`src/rtl/alu_bus_arbiter.sv`:
```
// Two-master arbiter in front of a single shared ALU: IDLE -> EXEC (EXEC_CYC cycles) -> DONE.
// Define ALU_ARB_RR_EN for round-robin tie-breaking; otherwise m0 has fixed priority.

module alu (
  input  logic [31:0] a,
  input  logic [31:0] b,
  input  logic [3:0]  op,
  output logic [31:0] ALU_result
);
  always_comb begin
    ALU_result = 32'h0000_0000;
    case (op)
      4'd1: ALU_result = ~a;
      4'd2: ALU_result = a & b;
      4'd3: ALU_result = a | b;
      4'd4: ALU_result = a ^ b;
      4'd5: ALU_result = ~(a ^ b);
      4'd6: ALU_result = a + b;
      4'd7: ALU_result = a - b;
      default: ALU_result = 32'h0000_0000;
    endcase
  end
endmodule

module alu_bus_arbiter #(
  parameter int EXEC_CYC = 1
) (
  input  logic        clk,
  input  logic        reset_n,
  input  logic        m0_req,
  input  logic        m1_req,
  input  logic [3:0]  m0_op,
  input  logic [3:0]  m1_op,
  input  logic [31:0] m0_a,
  input  logic [31:0] m0_b,
  input  logic [31:0] m1_a,
  input  logic [31:0] m1_b,
  output logic        m0_gnt,
  output logic        m1_gnt,
  output logic        m0_done,
  output logic        m1_done,
  output logic [31:0] result,
  output logic        busy
);
  typedef enum logic [1:0] {IDLE, EXEC, DONE} state_t;

  localparam logic [3:0] LAST_CNT = 4'(EXEC_CYC - 1);

  state_t      state_q, state_d;
  logic [3:0]  cnt_q, cnt_d;
  logic [3:0]  op_q, op_d;
  logic [31:0] a_q, a_d, b_q, b_d;
  logic [31:0] result_q, result_d;
  logic        win_q, win_d;
  logic        m0_gnt_q, m0_gnt_d, m1_gnt_q, m1_gnt_d;
  logic        m0_done_q, m0_done_d, m1_done_q, m1_done_d;
  logic        pick_m1;
  logic [3:0]  win_op;
  logic [31:0] alu_result;

`ifdef ALU_ARB_RR_EN
  // ptr_q high means m0 was granted last, so m1 takes the next tie
  logic ptr_q, ptr_d;
  assign pick_m1 = m1_req & (~m0_req | ptr_q);
`else
  assign pick_m1 = m1_req & ~m0_req;
`endif

  assign win_op = pick_m1 ? m1_op : m0_op;

  alu u_alu (
    .a          (a_q),
    .b          (b_q),
    .op         (op_q),
    .ALU_result (alu_result)
  );

  always_comb begin
    state_d   = state_q;
    cnt_d     = cnt_q;
    op_d      = op_q;
    a_d       = a_q;
    b_d       = b_q;
    result_d  = result_q;
    win_d     = win_q;
    m0_gnt_d  = 1'b0;
    m1_gnt_d  = 1'b0;
    m0_done_d = 1'b0;
    m1_done_d = 1'b0;
`ifdef ALU_ARB_RR_EN
    ptr_d     = ptr_q;
`endif
    case (state_q)
      IDLE: begin
        if (m0_req | m1_req) begin
          state_d  = EXEC;
          cnt_d    = 4'd0;
          win_d    = pick_m1;
          // opcodes 8..15 are undefined and collapse to NOP
          op_d     = win_op[3] ? 4'd0 : win_op;
          a_d      = pick_m1 ? m1_a : m0_a;
          b_d      = pick_m1 ? m1_b : m0_b;
          m0_gnt_d = ~pick_m1;
          m1_gnt_d = pick_m1;
`ifdef ALU_ARB_RR_EN
          ptr_d    = ~pick_m1;
`endif
        end
      end
      EXEC: begin
        if (cnt_q == LAST_CNT) begin
          state_d   = DONE;
          cnt_d     = 4'd0;
          result_d  = alu_result;
          m0_done_d = ~win_q;
          m1_done_d = win_q;
        end else begin
          cnt_d = cnt_q + 4'd1;
        end
      end
      DONE:    state_d = IDLE;
      default: state_d = IDLE;
    endcase
  end

  always_ff @(posedge clk or negedge reset_n) begin
    if (!reset_n) begin
      state_q   <= IDLE;
      cnt_q     <= 4'd0;
      op_q      <= 4'd0;
      a_q       <= 32'h0000_0000;
      b_q       <= 32'h0000_0000;
      result_q  <= 32'h0000_0000;
      win_q     <= 1'b0;
      m0_gnt_q  <= 1'b0;
      m1_gnt_q  <= 1'b0;
      m0_done_q <= 1'b0;
      m1_done_q <= 1'b0;
`ifdef ALU_ARB_RR_EN
      ptr_q     <= 1'b0;
`endif
    end else begin
      state_q   <= state_d;
      cnt_q     <= cnt_d;
      op_q      <= op_d;
      a_q       <= a_d;
      b_q       <= b_d;
      result_q  <= result_d;
      win_q     <= win_d;
      m0_gnt_q  <= m0_gnt_d;
      m1_gnt_q  <= m1_gnt_d;
      m0_done_q <= m0_done_d;
      m1_done_q <= m1_done_d;
`ifdef ALU_ARB_RR_EN
      ptr_q     <= ptr_d;
`endif
    end
  end

  assign m0_gnt  = m0_gnt_q;
  assign m1_gnt  = m1_gnt_q;
  assign m0_done = m0_done_q;
  assign m1_done = m1_done_q;
  assign result  = result_q;
  assign busy    = (state_q != IDLE);
endmodule

```
`config.mk`:
```
export PLATFORM = sky130hd
export DESIGN_NAME = alu_bus_arbiter
export DESIGN_NICKNAME = d
export VERILOG_FILES = /design/src/rtl/alu_bus_arbiter.sv
export SDC_FILE = /design/constraint.sdc
export NUM_CORES = 1
export LEC_CHECK = 0
export CAP_MARGIN = 20
export CORE_ASPECT_RATIO = 0.8
export CORE_MARGIN = 3
export CORE_UTILIZATION = 54
export CTS_BUF_LIST = sky130_fd_sc_hd__clkbuf_16
export DETAILED_ROUTE_END_ITERATION = 8
export GPL_TIMING_DRIVEN = 0
export PLACE_DENSITY = 0.84
export SYNTH_ARGS = -nofsm -noshare
export SYNTH_HDL_FRONTEND = slang
export SYNTH_SLANG_ARGS = --single-unit
export TNS_END_PERCENT = 5
```
`constraint.sdc`:
```
create_clock -name clk -period 5.65 [get_ports clk]
set_input_delay 1.4125 -clock clk [delete_from_list [all_inputs] [get_ports clk]]
set_output_delay 1.4125 -clock clk [all_outputs]
set_load 0.01 [all_outputs]
```
==> metrics, run 1 <==
status finished, final reports clean; largest net degree at the start of global routing 57; net switching power 0.00405 W; share of layout cells above drive strength 1 2.44%; Residual DRC 0; TritonCTS Sinks 110; Final Hold Vio Count 0; Post-CTS Resized 0; RSZ-0062 raised after global routing no; Ant. Diodes 0; die width 152 um; Port Buffers 176; most common cell after layout, fill and taps aside clkdlybuf4s50_1; WP data arrival 5240 ps; crit share post-route 87.4%; VDD IR max 0.255 mV; minimum hold slack 482 ps; Startpoint Class flop; Worst-Skew Late Latency 370 ps; kind of critical path reg -> reg; Vias 9656; Placed Area 0.0112 mm2; Post-CTS Setup Bufs 0; sequential fraction of the synthesis area 30.1%; Slew Viols, Final 0; #FFs+latches synth 110; CP Capture Type flop; NumNets Final 1585; GRT overflow 0; global routing usage on met1 52.9%; CP required 5950 ps; Syn Std Cell Area 0.00916 mm2; FMAX 203 MHz; first-pass GRT wire length 50.8 mm; Worst Skew 11.1 ps; H-tree levels 3; Syn-to-layout area delta 25.6%; Pint 0.00349 W; post-DP HPWL 26.0 mm; most frequent cells in the layout clkdlybuf4s50_1 (175), o21ai_0 (133), nand2_1 (131), a21oi_1 (121), nor2_1 (114); cts-stage hold buffer count 0; FFs w/ async S/R, synth 100%; Synth Instances 1158; Leakage 4.96 nW; Synth warnings 0; final WL 32.8 mm; DRT antenna net count 0; Starting Density 56.5%; Core Area 0.0162 mm2; Unique masters post-synth 60; part of the power in registers 22.2%; met3 Track Usage GR 10.4%; synthesized area per cell 7.91 um2; TritonCTS buffer count 9; initial antenna violation count 0; CTS tree done; clock slew at reported path FFs 80 ps; setup tns final 0 ps; drt first-iter violations 1101; Die Height 122 um; total power 0.00754 W; pwr dens 655 mW/mm2; clock root cell clkbuf_16; number of global-route vias before repair 9206; max-cap viol count 0; CP Max Fanout 10; routed len/inst 20.9 um; setup violators final 0; worst min path class reg -> reg; Overall Global Routing Usage 36.0%; post-route cell area 0.0115 mm2; Sw Share 53.7%; die area 0.0186 mm2; top_reg_cell synth dfrtp_1; number of enable flip-flop cells after synthesis 0; Combinational Power Share 69.2%; routing usage on met2 51.2%; Worst Tran Pin Value 1030 ps; Vias/cell 6.17; clk buf depth 2; crit path time final 4940 ps; Pre-antenna DRT Iters 6; Final Util 71.0%; Placer Congestion 0.997; most used routing layer in global routing met1; clock network power share 8.6%; syn_nets 1397; IO Pins 177; row cnt 41; Slew HR 31.2%
-- cell families (layout without fill, tap and decap cells) --
kind of cell               count (synthesis)  after routing  synth area share [%]
AOI/OAI and AO/OA                        404            404                  27.4
and+or+nand+nor                          317            317                  15.1
buffers and inverters                    152            345                  6.24
DFF                                      110            110                  30.1
adders and majority gates                 99             99                  13.6
xor gates and xnor gates                  62             62                  6.01
muxes                                     14             14                  1.53
-- per-layer routing --
layer / vias to the layer above / share of wire, %
li1: 4493 / -
met1: 4457 / 43
met2: 641 / 41
met3: 65 / 14
met4: 0 / 2.6
met5: - / 0
-- synthesized netlist by cell type, types with 6 or more instances --
master | count | area (um2)
o21ai_0 | 133 | 666
nand2_1 | 131 | 492
a21oi_1 | 121 | 606
nor2_1 | 114 | 428
dfrtp_1 | 110 | 2750
ha_1 | 98 | 1230
inv_1 | 75 | 282
clkbuf_1 | 71 | 267
xnor2_1 | 45 | 394
o221ai_1 | 24 | 210
o22ai_1 | 18 | 113
a221o_1 | 16 | 160
xor2_1 | 16 | 140
a221oi_1 | 15 | 131
a21o_1 | 14 | 105
mux2i_1 | 14 | 140
nand3_1 | 12 | 60.1
a31oi_1 | 10 | 62.6
nand4_1 | 10 | 62.6
nor2b_1 | 9 | 56.3
o31ai_1 | 8 | 60.1
nand2b_1 | 7 | 43.8
and2_1 | 6 | 37.5
o221a_2 | 6 | 67.6
-- sequential cells by signal, indices dropped and copies added, names as in the netlist, 2 cells and up --
register and count:
a_q 32, b_q 32, result 32, cnt_q 4, op_q 3, state_q 2
-- power by group through the flow --
stage	clock [W]	sequential, W	combinational [W]
after global placement	0	0.00163	0.00494
after CTS	0.000647	0.00163	0.00507
final	0.000649	0.00167	0.00522
after detailed placement	0	0.00164	0.00502
after floorplan	0	0.00148	0.00350
after global routing	0.000676	0.00170	0.00574
-- path summary, 6_finish.rpt --
| check | startpoint | to | slack (ps) | cells after the start |
|---|---|---|---|---|
| setup / recovery | op_q[2] | result[28] | 710 | 15 |
| hold / removal | result[2] | result[2] | 480 | 2 |
| setup reg to reg | op_q[2] | result[28] | 710 | 15 |
| hold reg to reg | result[2] | result[2] | 480 | 2 |
| max in group asynchronous | reset_n | result[7] | 3830 | 2 |
| min in group asynchronous | reset_n | b_q[25] | 1100 | 1 |
-- layout make-up --
cell class,count,area (um2)
well taps,215,269
multi-input cells,896,5840
inverters,75,282
clock buffers,9,225
repair buffers,177,1790
flip-flops and latches,110,2750
clock inverters,7,63.8
fillers,1366,4710
plain buffers,77,290
-- worst max-delay path, stage by stage (launching register included) --
cell and delay (ps):
dfrtp_1 440, and2_1 160, clkbuf_1 580, nand2_1 290, clkbuf_1 330, nand2_1 130, o21ai_0 180, fa_1 500
nor2b_1 180, o2111ai_1 160, nand4b_1 140, o211ai_1 140, o41ai_1 760, o22ai_1 290, or4_1 480, nand3_1 100
-- per-stage QoR --
step	std cells	setup WS, ps
2_1_floorplan	1158	1720
3_3_place_gp	1549	-943
3_5_place_dp	1550	911
4_1_cts	1566	902
5_1_grt	1566	619
6_report	1566	713
Power figures use the tool's default switching activity.
==> run 2: changes to the inputs <==
Settings changed: CTS_CLUSTER_SIZE set to 25.
Clock period 5.65 ns to 5.2 ns, I/O delays scaled along.
==> results of run 2 <==
Same layout as run 1 (identical final DEF). Status: finished, final reports clean.
Among the figures that moved: setup slack after placement 911 ps -> 461 ps; setup slack after layout 713 ps -> 263 ps; register-to-register setup slack 710 ps -> 260 ps; total power 0.00754 W -> 0.00819 W; worst IR drop on VDD 0.255 mV -> 0.277 mV
==> edit 1: new RTL, flow settings as in run 2 <==
The 3 states of `state_t` get a one-hot encoding in 3 bits.
--- a/src/rtl/alu_bus_arbiter.sv
+++ b/src/rtl/alu_bus_arbiter.sv
@@ -42,7 +42,7 @@
   output logic [31:0] result,
   output logic        busy
 );
-  typedef enum logic [1:0] {IDLE, EXEC, DONE} state_t;
+  typedef enum logic [2:0] {IDLE = 3'b001, EXEC = 3'b010, DONE = 3'b100} state_t;
 
   localparam logic [3:0] LAST_CNT = 4'(EXEC_CYC - 1);
 
Function: no difference found for any inputs over 4 cycles, from zero or initial values and one cycle with reset_n low; so few cycles prove little.
==> edit 1 against run 2 <==
Wire length shrank 1.9%; synthesized area grew 3.2%; global-route usage shrank 3.0 points; design area grew 2.7%; worst setup slack gained 0.16 ns; total power shrank 0.54%; sequential share of layout area shrank 0.41 points; sequential cell count grew 1; critical endpoint is now result[25].
==> edit 1: results (changes against run 2) <==
status=finished clean; post-placement cell area=11,520 um^2 (+2.7%); Cells after Synth=1,122 (-3.1%); Syn Nets=1,361 (-2.6%); Seq cells=111 (+0.91%); LEAKAGE=5.176 nW (+4.4%); top cells by count, synth=o21ai_0, nand2_1, dfrtp_1; pre-CTS worst setup slack=0.6761 ns (+0.2151 ns); sequential share of cell area=23.52% (-0.41 points); DP HPWL=25.72 mm (-0.97%); switching part of the total=52.97% (-0.75 points); FILL cells=1,351 (-1.1%); DRT iter0 DRCs=926 (-16%); maximum vdd drop=345.0 uV (+25%); vias in the first global route=9,081 (-1.4%); relative slew slack=24.61% (-6.6 points); pin count of the biggest net entering global routing=73 (+28%); Vias/cell=6.131 (-0.57%); Final GP Congestion=0.9826 (-1.4%); WL final=32.14 mm (-1.9%); multi-input combinational area share=51.56% (+0.84 points); first-pass GRT wire length=49.66 mm (-2.3%); sequential share of the synthesized area=29.39% (-0.66 points); final core occ=70.06% (-0.91 points); worst reg2reg startpoint=b_q[10]; hold path start=win_q; share of layout cells above drive strength 1=3.194% (+0.75 points); Synth area leaders=dfrtp_1, ha_1, mux2i_1; crit path max fanout=6 (-4); Vias=9,411 (-2.5%); Worst Clk Skew=0.01179 ns (+0.0007083 ns); initial antenna violation count=1 (+1); arrival time at the worst endpoint=5.03 ns (-0.21 ns)
[edit 1: cell types whose count changed in the layout (fill, tap and decap cells not counted), moves of 12 or more]
cell	run 2	this run
a221o_1	16	0
a22oi_1	5	29
o221ai_1	24	12
nor2_1	114	53
xnor2_1	45	65
clkbuf_1	71	52
mux2i_1	14	88
a21oi_1	121	59
nand2_1	131	119
[edit 1: logic make-up after synthesis]
logic type      share of synthesized area (%)
fa+ha+maj                               13.18
simple gates                            12.97
buf+inv                                 6.166
mux                                     9.316
compound gates                          20.74
flops                                   29.39
xor+xnor                                8.244
[edit 1: power groups by stage]
stage	clock (mW)	sequential (mW)	combinational, mW
final	0.721	1.82	5.61
after detailed placement	0	1.80	5.44
after global placement	0	1.78	5.32
after floorplan	0	1.64	3.80
after CTS	0.722	1.78	5.47
after global routing	0.751	1.85	6.13
[edit 1: worst max-delay path, cell delays in order, from the launching register on]
cell	delay (ns)
dfrtp_1	0.47
nor4_1	0.98
nand2_1	0.27
o41ai_1	0.51
xnor2_1	0.18
ha_1	0.39
a21o_1	0.22
a2111oi_1	0.36
a21oi_1	0.24
a21oi_1	0.26
o21ai_1	0.19
nor4b_1	0.19
or3_1	0.38
[edit 1: path summary, 6_finish.rpt]
kind	slack, ns	end	cells after the start
setup / recovery	0.42	result[25]	12
hold / removal	0.43	m0_done	1
hold reg to reg	0.43	m0_done	1
max in group asynchronous	3.54	state_q[0]	2
setup reg to reg	0.42	result[25]	12
min in group asynchronous	0.90	a_q[9]	1
[edit 1: metal layers]
| metal | up-vias | global-route usage, % | part of all wire, % |
|---|---|---|---|
| met5 | - | 0 | 0.14 |
| met4 | 4 | 11.79 | 3.3 |
| met3 | 77 | 7.572 | 11 |
| met2 | 568 | 48.41 | 42 |
| met1 | 4424 | 47.36 | 44 |
| li1 | 4338 | - | - |
==> edit 2: new RTL, config.mk and constraints of run 2 <==
Without the edit above. The option `ALU_ARB_RR_EN` is turned on by a define.
--- a/src/rtl/alu_bus_arbiter.sv
+++ b/src/rtl/alu_bus_arbiter.sv
@@ -1,5 +1,7 @@
 // Two-master arbiter in front of a single shared ALU: IDLE -> EXEC (EXEC_CYC cycles) -> DONE.
 // Define ALU_ARB_RR_EN for round-robin tie-breaking; otherwise m0 has fixed priority.
+
+`define ALU_ARB_RR_EN
 
 module alu (
   input  logic [31:0] a,
Formal check against the unedited RTL: not equivalent (a bounded check fails within 10 cycles, from zero or initial values and one cycle with reset_n low).
==> edit 2 against run 2 <==
Synthesized area about the same; largest cell class unchanged; utilization increased by 0.054 points; via count decreased by 2.3%; sequential cell count increased by 1; wire length decreased by 2.0%; worst setup slack improved by 0.40 ns; total power decreased by 2.7%; design area about the same.
==> edit 2: results (changes against run 2) <==
maximum vdd drop=281.2 uV (+1.5%); hold path start=win_q; Worst Clk Skew=0.01406 ns (+0.002973 ns); sequential share of the synthesized area=30.31% (+0.26 points); WL/cell=21.98 um (+5.0%); met2 WL=13.97 mm (+5.1%); WL met1=13.08 mm (-7.9%); top cells by count, synth=inv_1, dfrtp_1, ha_1; Vias=9,433 (-2.3%); status=finished clean; vias in the first global route=9,223 (+0.18%); Distinct cells, synth=65 (+8.3%); share of layout cells above drive strength 1=3.291% (+0.85 points); Setup crit end=result[31]; post-placement cell area=11,220 um^2 (about the same); DP HPWL=25.37 mm (-2.3%); met1 Use GR=47.88% (-5.0 points); crit-path max cell delay=0.67 ns (-0.09 ns); arrival time at the worst endpoint=4.78 ns (-0.46 ns); placed cells=1,445 (-6.8%); met3 GRT Util=9.007% (-1.4 points); reg-to-reg slack, setup=0.66 ns (+0.40 ns); first drt pass iteration count=7 (+1); Synth Area per Inst=8.704 um^2 (+10%); Syn Nets=1,292 (-7.5%); Synth area leaders=dfrtp_1, ha_1, a222oi_1; worst reg2reg startpoint=op_q[1]
## edit 2: final cells by class
class | count | area (um^2)
Timing Repair Buffer | 178 | 1799
Buffer | 69 | 259.0
Multi-Input combinational cell | 739 | 5625
Clock buffer | 9 | 225.2
Inverter | 134 | 503.0
Clock inverter | 6 | 55.05
Fill cell | 1315 | 4697
Sequential cell | 111 | 2778
Tap cell | 215 | 269.0
## edit 2: cell families after synthesis
| kind of cell | Yosys count | share of synthesized area [%] |
|---|---|---|
| muxes | 21 | 2.293 |
| DFF | 111 | 30.31 |
| AOI/OAI and AO/OA | 354 | 28.56 |
| buffers and inverters | 203 | 8.314 |
| and+or+nand+nor | 204 | 11.10 |
| xor gates and xnor gates | 61 | 5.829 |
| adders and majority gates | 99 | 13.60 |
## edit 2: power by group
group	switching (mW)	total, mW	internal, mW
clock network	0.352	0.686	0.333
logic	3.28	5.48	2.20
registers	0.562	1.81	1.25
